**src/rtl/uart_tx_mmio.sv**
```systemverilog
// uart_tx_mmio: memory-mapped 8N1 UART transmitter with a byte FIFO.
//
// The CPU enqueues bytes with a one-cycle write strobe. A small circular
// FIFO buffers them, and a four-state FSM serialises each byte as
// start(0), 8 data bits LSB first, stop(1). If the FIFO is not empty when
// a stop bit ends, the next frame starts with no idle gap.
//
// Ports:
//   clk       CPU clock; all state changes on the rising edge.
//   rst       asynchronous, active-high reset.
//   wr_en     one-cycle write strobe from the MMIO decode.
//   wr_data   byte to enqueue; sampled when wr_en=1.
//   clr_ovf   one-cycle strobe that clears overflow.
//   tx        serial line, idle high, driven from a flop.
//   busy      high while a frame is on the line.
//   full      FIFO holds FIFO_DEPTH bytes.
//   empty     FIFO holds no bytes.
//   count     FIFO occupancy.
//   overflow  sticky: a write was dropped because the FIFO was full.
module uart_tx_mmio #(
    parameter int CLKS_PER_BIT = 200,
    parameter int FIFO_DEPTH   = 16,
    parameter int CNT_W        = 5
) (
    input  logic             clk,
    input  logic             rst,
    input  logic             wr_en,
    input  logic [7:0]       wr_data,
    input  logic             clr_ovf,
    output logic             tx,
    output logic             busy,
    output logic             full,
    output logic             empty,
    output logic [CNT_W-1:0] count,
    output logic             overflow
);
    localparam int AW   = $clog2(FIFO_DEPTH);
    localparam int BC_W = (CLKS_PER_BIT > 2) ? $clog2(CLKS_PER_BIT) : 1;
    localparam logic [BC_W-1:0]  BC_LAST = BC_W'(CLKS_PER_BIT - 1);
    localparam logic [CNT_W-1:0] DEPTH_C = CNT_W'(FIFO_DEPTH);

    typedef enum logic [1:0] {IDLE, START, DATA, STOP} state_t;

    state_t           state_q;
    logic [BC_W-1:0]  bc_q;
    logic [2:0]       bit_q;
    logic [7:0]       sh_q;
    logic             tx_q;
    logic             ovf_q;
    // Pointers carry one extra MSB so full and empty are distinguishable.
    logic [CNT_W-1:0] wr_ptr_q, wr_ptr_d;
    logic [CNT_W-1:0] rd_ptr_q, rd_ptr_d;
    logic [7:0]       mem_q [FIFO_DEPTH];

    logic [CNT_W-1:0] count_s;
    logic             full_s;
    logic             empty_s;
    logic             bc_end_s;
    logic             pop_s;
    logic             push_s;
    logic             drop_s;
    logic [7:0]       head_s;

    assign count_s  = wr_ptr_q - rd_ptr_q;
    assign full_s   = (count_s == DEPTH_C);
    assign empty_s  = (count_s == {CNT_W{1'b0}});
    assign bc_end_s = (bc_q == BC_LAST);
    assign head_s   = mem_q[rd_ptr_q[AW-1:0]];

    // Pop/push decisions; a pop on the same edge frees a slot for a write.
    always_comb begin
        pop_s = 1'b0;
        case (state_q)
            IDLE: begin
                if (!empty_s) pop_s = 1'b1;
                else          pop_s = 1'b0;
            end
            STOP: begin
                if (bc_end_s && !empty_s) pop_s = 1'b1;
                else                      pop_s = 1'b0;
            end
            default: pop_s = 1'b0;
        endcase
        push_s   = wr_en && (!full_s || pop_s);
        drop_s   = wr_en && !push_s;
        wr_ptr_d = push_s ? (wr_ptr_q + CNT_W'(1)) : wr_ptr_q;
        rd_ptr_d = pop_s  ? (rd_ptr_q + CNT_W'(1)) : rd_ptr_q;
    end

    // FIFO storage; contents need no reset because the pointers gate them.
    always_ff @(posedge clk) begin
        if (push_s) mem_q[wr_ptr_q[AW-1:0]] <= wr_data;
    end

    // Pointers, sticky overflow and the transmit FSM with its registered line.
    always_ff @(posedge clk or posedge rst) begin
        if (rst) begin
            state_q  <= IDLE;
            bc_q     <= {BC_W{1'b0}};
            bit_q    <= 3'd0;
            sh_q     <= 8'h00;
            tx_q     <= 1'b1;
            ovf_q    <= 1'b0;
            wr_ptr_q <= {CNT_W{1'b0}};
            rd_ptr_q <= {CNT_W{1'b0}};
        end else begin
            wr_ptr_q <= wr_ptr_d;
            rd_ptr_q <= rd_ptr_d;
            // A dropped write outranks a clear on the same edge.
            if (drop_s)       ovf_q <= 1'b1;
            else if (clr_ovf) ovf_q <= 1'b0;
            else              ovf_q <= ovf_q;

            case (state_q)
                IDLE: begin
                    tx_q <= 1'b1;
                    if (pop_s) begin
                        sh_q    <= head_s;
                        bc_q    <= {BC_W{1'b0}};
                        state_q <= START;
                        tx_q    <= 1'b0;
                    end
                end
                START: begin
                    if (bc_end_s) begin
                        bc_q    <= {BC_W{1'b0}};
                        bit_q   <= 3'd0;
                        state_q <= DATA;
                        tx_q    <= sh_q[0];
                    end else begin
                        bc_q <= bc_q + BC_W'(1);
                    end
                end
                DATA: begin
                    if (bc_end_s) begin
                        bc_q <= {BC_W{1'b0}};
                        if (bit_q == 3'd7) begin
                            state_q <= STOP;
                            tx_q    <= 1'b1;
                        end else begin
                            bit_q <= bit_q + 3'd1;
                            tx_q  <= sh_q[bit_q + 3'd1];
                        end
                    end else begin
                        bc_q <= bc_q + BC_W'(1);
                    end
                end
                STOP: begin
                    if (bc_end_s) begin
                        bc_q <= {BC_W{1'b0}};
                        if (pop_s) begin
                            // Back-to-back: next start bit follows immediately.
                            sh_q    <= head_s;
                            state_q <= START;
                            tx_q    <= 1'b0;
                        end else begin
                            state_q <= IDLE;
                            tx_q    <= 1'b1;
                        end
                    end else begin
                        bc_q <= bc_q + BC_W'(1);
                    end
                end
                default: begin
                    state_q <= IDLE;
                    bc_q    <= {BC_W{1'b0}};
                    tx_q    <= 1'b1;
                end
            endcase
        end
    end

    assign tx       = tx_q;
    assign busy     = (state_q != IDLE);
    assign full     = full_s;
    assign empty    = empty_s;
    assign count    = count_s;
    assign overflow = ovf_q;
endmodule

```
**config.mk**
```make
export PLATFORM = sky130hd
export DESIGN_NAME = uart_tx_mmio
export DESIGN_NICKNAME = d
export VERILOG_FILES = /design/src/rtl/uart_tx_mmio.sv
export SDC_FILE = /design/constraint.sdc
export NUM_CORES = 1
export LEC_CHECK = 0
export CAP_MARGIN = 20
export CELL_PAD_IN_SITES_DETAIL_PLACEMENT = 0
export CELL_PAD_IN_SITES_GLOBAL_PLACEMENT = 1
export CORE_MARGIN = 3
export CORE_UTILIZATION = 35
export CTS_BUF_LIST = sky130_fd_sc_hd__clkbuf_8
export CTS_CLUSTER_SIZE = 20
export DETAILED_ROUTE_END_ITERATION = 16
export GPL_ROUTABILITY_DRIVEN = 0
export GPL_TIMING_DRIVEN = 0
export PLACE_DENSITY = 0.55
export RECOVER_POWER = 50
export SLEW_MARGIN = 20
export SYNTH_ARGS = -nofsm -noshare
export SYNTH_HDL_FRONTEND = slang
export SYNTH_SLANG_ARGS = --single-unit
```
**constraint.sdc**
```tcl
create_clock -name clk -period 3.1 [get_ports clk]
set_input_delay 0.62 -clock clk [delete_from_list [all_inputs] [get_ports clk]]
set_output_delay 0.62 -clock clk [all_outputs]
set_load 0.02 [all_outputs]
```
==> results of run 1 <==
==> layer usage <==
layer | share of wire, % | track usage (%) | vias to the layer above | wire, um
met3 | 2.8 | 3.08 | 16 | 418
met2 | 49 | 22.8 | 40 | 7280
met5 | 0.087 | 0 | - | 13
li1 | - | - | 1687 | -
met1 | 47 | 19.2 | 1911 | 6960
met4 | 1.3 | 4.71 | 2 | 188
==> power groups by stage <==
stage	clock network [uW]	registers (uW)	logic (uW)
finish	1590	2870	3470
floorplan	0	2880	2280
global route	1720	2910	3760
global placement	0	2920	3240
CTS	1640	2880	3440
detailed placement	0	2930	3260
==> registers in the layout, indices dropped and copies added, names as in the netlist <==
signal / flops
overflow: 1
sh_q: 8
tx: 1
state_q: 2
bit_q: 3
bc_q: 8
rd_ptr_q: 5
wr_ptr_q: 5
mem_q: 128
==> cells in the final DEF, fill, tap and decap left out, types with 4 or more instances in the layout <==
| master | instances |
|---|---|
| edfxtp_1 | 128 |
| dfrtp_1 | 30 |
| mux4_2 | 23 |
| mux4_1 | 19 |
| nand2_1 | 17 |
| clkbuf_8 | 17 |
| inv_1 | 16 |
| ha_1 | 16 |
| nor2_1 | 14 |
| o21ai_0 | 13 |
| buf_4 | 12 |
| dlygate4sd3_1 | 10 |
| nand3_1 | 9 |
| mux2_4 | 8 |
| a21oi_1 | 7 |
| xnor2_1 | 7 |
| buf_6 | 7 |
| clkdlybuf4s50_1 | 7 |
| nand4_1 | 6 |
| xor2_1 | 5 |
| and3_1 | 5 |
| clkinv_8 | 5 |
| inv_2 | 4 |
| mux2i_1 | 4 |
| nor3_4 | 4 |
==> worst paths after layout <==
kind / end / slack [ns] / depth (start not counted)
min in group asynchronous: bit_q[2] / 0.95 / 2
worst min-delay path: rd_ptr_q[4] / 0.50 / 1
worst max-delay path: empty / 0.10 / 8
worst min register to register: rd_ptr_q[4] / 0.50 / 1
max in group asynchronous: rd_ptr_q[0] / 1.30 / 2
worst max register to register: mem_q[9][4] / 0.18 / 9
==> through the flow <==
step / hold WS [ns] / setup WS (ns)
floorplan: 0.464 / -0.0417
global placement: 0.478 / -0.758
detailed placement: 0.489 / -0.756
CTS: 0.505 / 0.00191
global route: 0.519 / -0.0858
finish: 0.501 / 0.100
==> kinds of logic after synthesis <==
logic type,Yosys count,share of synthesized area (%)
compound gates,41,3.78
xor+xnor,14,1.73
fa+ha+maj,18,3.29
buf+inv,35,2.90
flops,161,66.0
mux,55,16.8
simple gates,75,5.53
==> layout make-up <==
class                           instances  area, um2  share of cell area [%]
Buffer                                 15        130                    1.57
Tap cell                              265        332                    3.99
Inverter                               20       75.1                   0.904
Timing Repair Buffer                   34        344                    4.14
Clock buffer                           17        234                    2.82
Multi-Input combinational cell        203       2320                    27.9
Sequential cell                       161       4670                    56.3
Clock inverter                         15        196                    2.37
==> timing repair <==
action | CTS | global route
setup endpoints to repair | 133 | 86
gates cloned | 0 | 0
gates resized for setup | 36 | 3
buffers inserted | 5 | 8
pin swaps | 5 | 6
==> critical path, cell delays in order, from the launching register on <==
cell and delay (ns):
dfrtp_1 0.39, inv_2 0.08, ha_4 0.16, fa_2 0.38
xor2_2 0.17, inv_2 0.05, a211o_1 0.33, a21oi_2 0.21
buf_6 0.15
==> flow_summary.yaml, run 1 <==
critical_path:
  crit_path_end_kind: "primary output"
  arrival_ns: 2.38
  rr_startpoint: "wr_ptr_q[0]"
  start_kind: "flop"
  crit_path_start: "wr_ptr_q[0]"
  cp.required_ns: 2.48
  critPathKind: "reg -> out"
  path_max_fanout: 4
run_status:
  status: "completed"
logic_synthesis:
  synth.top_cell.area_share_pct: 54.3
  yosys-top-cells-area: "edfxtp_1, dfrtp_1, mux4_2"
  ys_ff_latch: 161
  synth-edff-count: 128
  ys.warnings.count: 0
  yosysMostFrequentCell: "edfxtp_1"
  syn_nets: 429
  yosysTopAreaCell: "edfxtp_1"
  synthCells: 399
  yosysUniqueCellTypes: 51
  synthesis.area_um2: 7080
  synth_ff_type: "edfxtp_1"
  yosysSeqAreaShare_pct: 66.0
  synth-async-reset-ratio_pct: 20.5
  synthTopCellsByCount: "edfxtp_1, dfrtp_1, mux4_2"
  avgSynthCellArea_um2: 17.7
power_and_ir_drop:
  p_leak_uw: 0.00295
  pwr-share-seq_pct: 36.2
  internal_power_uw: 4990
  p_per_area_nw_per_um2: 954
  clockPowerShare_pct: 20.0
  power.switching_uw: 2940
  swShare_pct: 37.1
  power_frac_comb_pct: 43.7
  report.power.total_uw: 7930
  ir_worst_vdd_uv: 330
floorplan:
  core_um2: 19700
  dieArea_um2: 22000
  pin_count: 22
  rows: 51
  fp.dieH_um: 148
  initial_core_util_pct: 36.0
  die-width_um: 148
timing:
  finalSetupTns_ns: 0
  finalHoldViolations: 0
  timing.final.crit_share_pct: 96.8
  setup_violations: 0
  tightestPinTransition_ns: 1.27
  finalWorstPathRequiredPeriod_ns: 3.00
  slew_headroom_pct: 15.3
  rsz0062_at_grt: "yes"
  clock_skew_ns: 0.0207
  fmax_mhz: 333
  maxSlewViolCount: 0
clock_network:
  cts_tree: "yes"
  clk_pin_slew_ns: 0.09
  clock_sinks: 161
  cts_buffer_depth: 2
  insertion_delay_ns: 0.46
  numCtsBuffers: 17
  holdBufCountCts: 0
  htree_levels: 4
  cts_root_buf: "clkbuf_8"
placed_design:
  post-place-cells: 685
  io_buffers: 21
  postPlaceCellArea_um2: 7640
  hpwl_um: 10200
global_route:
  track_usage_pct: 14.1
  overflow: 0
  grt_pass1_vias: 3778
  grt_pass1_wl_um: 22800
  grt_max_degree: 34
  antenna_found_initial: 1
routing:
  drc: 0
  wire_per_inst_um: 20.4
  drtIter0Drc: 230
  via_per_inst: 5.01
  ant_nets: 0
  routed_wl_um: 14900
  firstDrtPassIters: 5
  num_vias: 3656
finish:
  drive_above_1_share_pct: 25.8
  fill_cells: 1826
  fin_nets: 482
  num_antenna_cells: 0
  stdcell_area_um2: 8310
  fin_util_pct: 42.3
  area_growth_pct: 17.3
  final_cells: 730
hold_path:
  hold_start: "rd_ptr_q[4]"
  hold_class: "reg -> reg"
job:
  cap_violations: 0
Note: power is estimated with default switching activity, not from simulation.
==> inputs of run 2 (changes only) <==
--- a/config.mk
+++ b/config.mk
@@ -5,6 +5,7 @@
 export SDC_FILE = /design/constraint.sdc
 export NUM_CORES = 1
 export LEC_CHECK = 0
+export ABC_AREA = 1
 export CAP_MARGIN = 20
 export CELL_PAD_IN_SITES_DETAIL_PLACEMENT = 0
 export CELL_PAD_IN_SITES_GLOBAL_PLACEMENT = 1
@@ -13,10 +14,11 @@
 export CTS_BUF_LIST = sky130_fd_sc_hd__clkbuf_8
 export CTS_CLUSTER_SIZE = 20
 export DETAILED_ROUTE_END_ITERATION = 16
+export DONT_BUFFER_PORTS = 1
 export GPL_ROUTABILITY_DRIVEN = 0
 export GPL_TIMING_DRIVEN = 0
-export PLACE_DENSITY = 0.55
-export RECOVER_POWER = 50
+export PLACE_DENSITY = 0.57
+export RECOVER_POWER = 25
 export SLEW_MARGIN = 20
 export SYNTH_ARGS = -nofsm -noshare
 export SYNTH_HDL_FRONTEND = slang
==> run 2 against run 1 <==
Against the previous run: core utilization decreased by 0.17 points; die area increased by 0.24%; critical path depth increased by 1; sequential power about the same; combinational power decreased by 1%; via count increased by 32%; register-to-register slack improved by 0.02 ns; first-iteration DRC count increased by 64%; maximum frequency increased by 2.8%; critical path type unchanged.
==> flow_summary.yaml, run 2 <==
logic_synthesis:
  synthTopCellsByCount: "edfxtp_1, nor2_1, o21ai_0"
  yosysMostFrequentCell: "edfxtp_1"
  synth_ff_type: "edfxtp_1"
  avgSynthCellArea_um2: 11.1
  yosysUniqueCellTypes: 34
  ys_ff_latch: 161
  synth-edff-count: 128
  yosysSeqAreaShare_pct: 65.8
  yosysTopAreaCell: "edfxtp_1"
  synthesis.area_um2: 7100
  synthCells: 640
  ys.warnings.count: 0
  syn_nets: 670
  synth.top_cell.area_share_pct: 54.2
  yosys-top-cells-area: "edfxtp_1, dfrtp_1, o21ai_0"
  synth-async-reset-ratio_pct: 20.5
routing:
  drc: 0
  num_vias: 4836
  ant_nets: 0
  firstDrtPassIters: 5
  routed_wl_um: 17900
  wire_per_inst_um: 18.6
  drtIter0Drc: 378
  via_per_inst: 5.03
floorplan:
  die-width_um: 148
  initial_core_util_pct: 36.0
  rows: 51
  dieArea_um2: 22000
  pin_count: 22
  core_um2: 19700
  fp.dieH_um: 148
critical_path:
  rr_startpoint: "wr_ptr_q[0]"
  worstRegToRegCells: 13
  critPathKind: "reg -> out"
  arrival_ns: 2.30
  crit_path_end_kind: "primary output"
  r2r-end: "mem_q[13][4]"
  cp.required_ns: 2.48
  path_max_fanout: 6
  start_kind: "flop"
  r2r_setup_slack_ns: 0.20
global_route:
  grt_pass1_wl_um: 27300
  grt_max_degree: 34
  track_usage_pct: 16.7
  antenna_found_initial: 0
  grt_pass1_vias: 4721
  overflow: 0
power_and_ir_drop:
  ir_worst_vdd_uv: 437
  p_per_area_nw_per_um2: 939
  p_leak_uw: 0.00303
clock_network:
  clk_pin_slew_ns: 0.09
  numCtsBuffers: 17
  clock_sinks: 161
  cts_buffer_depth: 2
  cts_tree: "yes"
  insertion_delay_ns: 0.45
  cts_root_buf: "clkbuf_8"
  htree_levels: 4
  holdBufCountCts: 0
finish:
  area_growth_pct: 16.9
  drive_above_1_share_pct: 14.8
  num_antenna_cells: 0
  fin_nets: 713
  fill_cells: 1875
  layout_common_cells: "edfxtp_1, nor2_1, o21ai_0, nand2_1, inv_1"
  largest_reg_flops: 128
  final_cells: 961
  mostFrequentLayoutCell: "edfxtp_1"
timing:
  slew_headroom_pct: 44.2
  tightestPinTransition_ns: 0.835
  maxSlewViolCount: 0
  clock_skew_ns: 0.0155
  fmax_mhz: 343
  timing.final.crit_share_pct: 94.1
  hold_slack_ns: 0.176
  rsz0062_at_grt: "no"
  finalHoldViolations: 0
  finalWorstPathRequiredPeriod_ns: 2.92
  setup_violations: 0
placed_design:
  hpwl_um: 12400
  io_buffers: 0
  post-place-cells: 913
job:
  cap_violations: 0
hold_path:
  hold_class: "in -> async"
run_status:
  status: "completed"
-- run 2: cell count changes in the layout (fill, tap and decap cells not counted), sizes merged, moves of 9 or more --
| cell | previous run | this run |
|---|---|---|
| o21ai | 13 | 88 |
| buf | 28 | 41 |
| nor3 | 6 | 19 |
| nor2 | 18 | 92 |
| nand2 | 18 | 83 |
| inv | 26 | 49 |
| nand3 | 9 | 39 |
| o22ai | 1 | 21 |
| mux4 | 42 | 0 |
| clkbuf | 19 | 29 |
| dlygate4sd3 | 10 | 0 |
| mux2 | 9 | 0 |
| o211ai | 0 | 17 |
-- run 2: cell families after synthesis --
group	share of synthesized area [%]
AOI/OAI and AO/OA	10.8
xor gates and xnor gates	1.36
adders and majority gates	3.28
buffers and inverters	4.58
DFF	65.8
and+or+nand+nor	14.2
-- run 2: worst max-delay path: stages (launching register included) --
cell and delay [ns]:
dfrtp_1 0.38, inv_1 0.11, ha_1 0.25, fa_2 0.39, nand3b_1 0.19, nand2_1 0.08, nand2_1 0.06, nand2_2 0.12
nand3_4 0.14, inv_2 0.13
-- run 2: power breakdown --
part	switching (uW)	total (uW)	internal [uW]	leakage, uW
sequential	213	2880	2670	0.00158
combinational	2340	3420	1080	0.00126
clock	782	1490	708	0.000191
-- run 2: worst max path at each step --
| stage | end | slack (ns) | start |
|---|---|---|---|
| global placement | mem_q[13][3] | -1.37 | rd_ptr_q[2] |
| finish | empty | 0.18 | wr_ptr_q[0] |
| floorplan | mem_q[13][0] | -0.02 | wr_ptr_q[0] |
| detailed placement | mem_q[15][3] | -0.93 | rd_ptr_q[2] |
| CTS | mem_q[4][1] | -0.18 | wr_ptr_q[0] |
| global route | full | 0.02 | rd_ptr_q[1] |
-- run 2: routing by layer --
metal	wire length (um)	track usage [%]	vias to the layer above
li1	-	-	2335
met1	8230	22.1	2399
met2	8830	27.9	88
met3	681	3.26	14
met4	180	4.90	0
met5	0	0	-
-- run 2: layout make-up --
type / count / area, um2 / share of cell area, %
inverter: 50 / 198 / 2.38
buffer: 26 / 126 / 1.52
clock inverter: 15 / 144 / 1.73
multi-input combinational: 400 / 2320 / 27.9
timing repair buffer: 27 / 278 / 3.35
sequential: 161 / 4670 / 56.3
tap: 265 / 332 / 4.00
clock buffer: 17 / 234 / 2.82
-- run 2: timing repair --
item	in CTS	in global routing
endpoints found under the setup margin	142	119
setup buffers	5	14
resized for setup	15	15
pin swaps	3	8
gates cloned	0	0
hold endpoints to repair	0	0
-- run 2: per-stage QoR --
step | setup slack (ns) | area, um2 | power (uW) | util (%) | setup TNS (ns)
2_1_floorplan | -0.0184 | 7100 | 5030 | - | -2.19
3_3_place_gp | -1.37 | 7430 | 5920 | 37.7 | -155.33
3_5_place_dp | -0.928 | 7560 | 6020 | 38.4 | -88.89
4_1_cts | -0.178 | 8070 | 7680 | 40.9 | -5.65
5_1_grt | 0.0237 | 8300 | 8340 | 42.1 | 0
6_report | 0.183 | 8300 | 7790 | 42.1 | 0
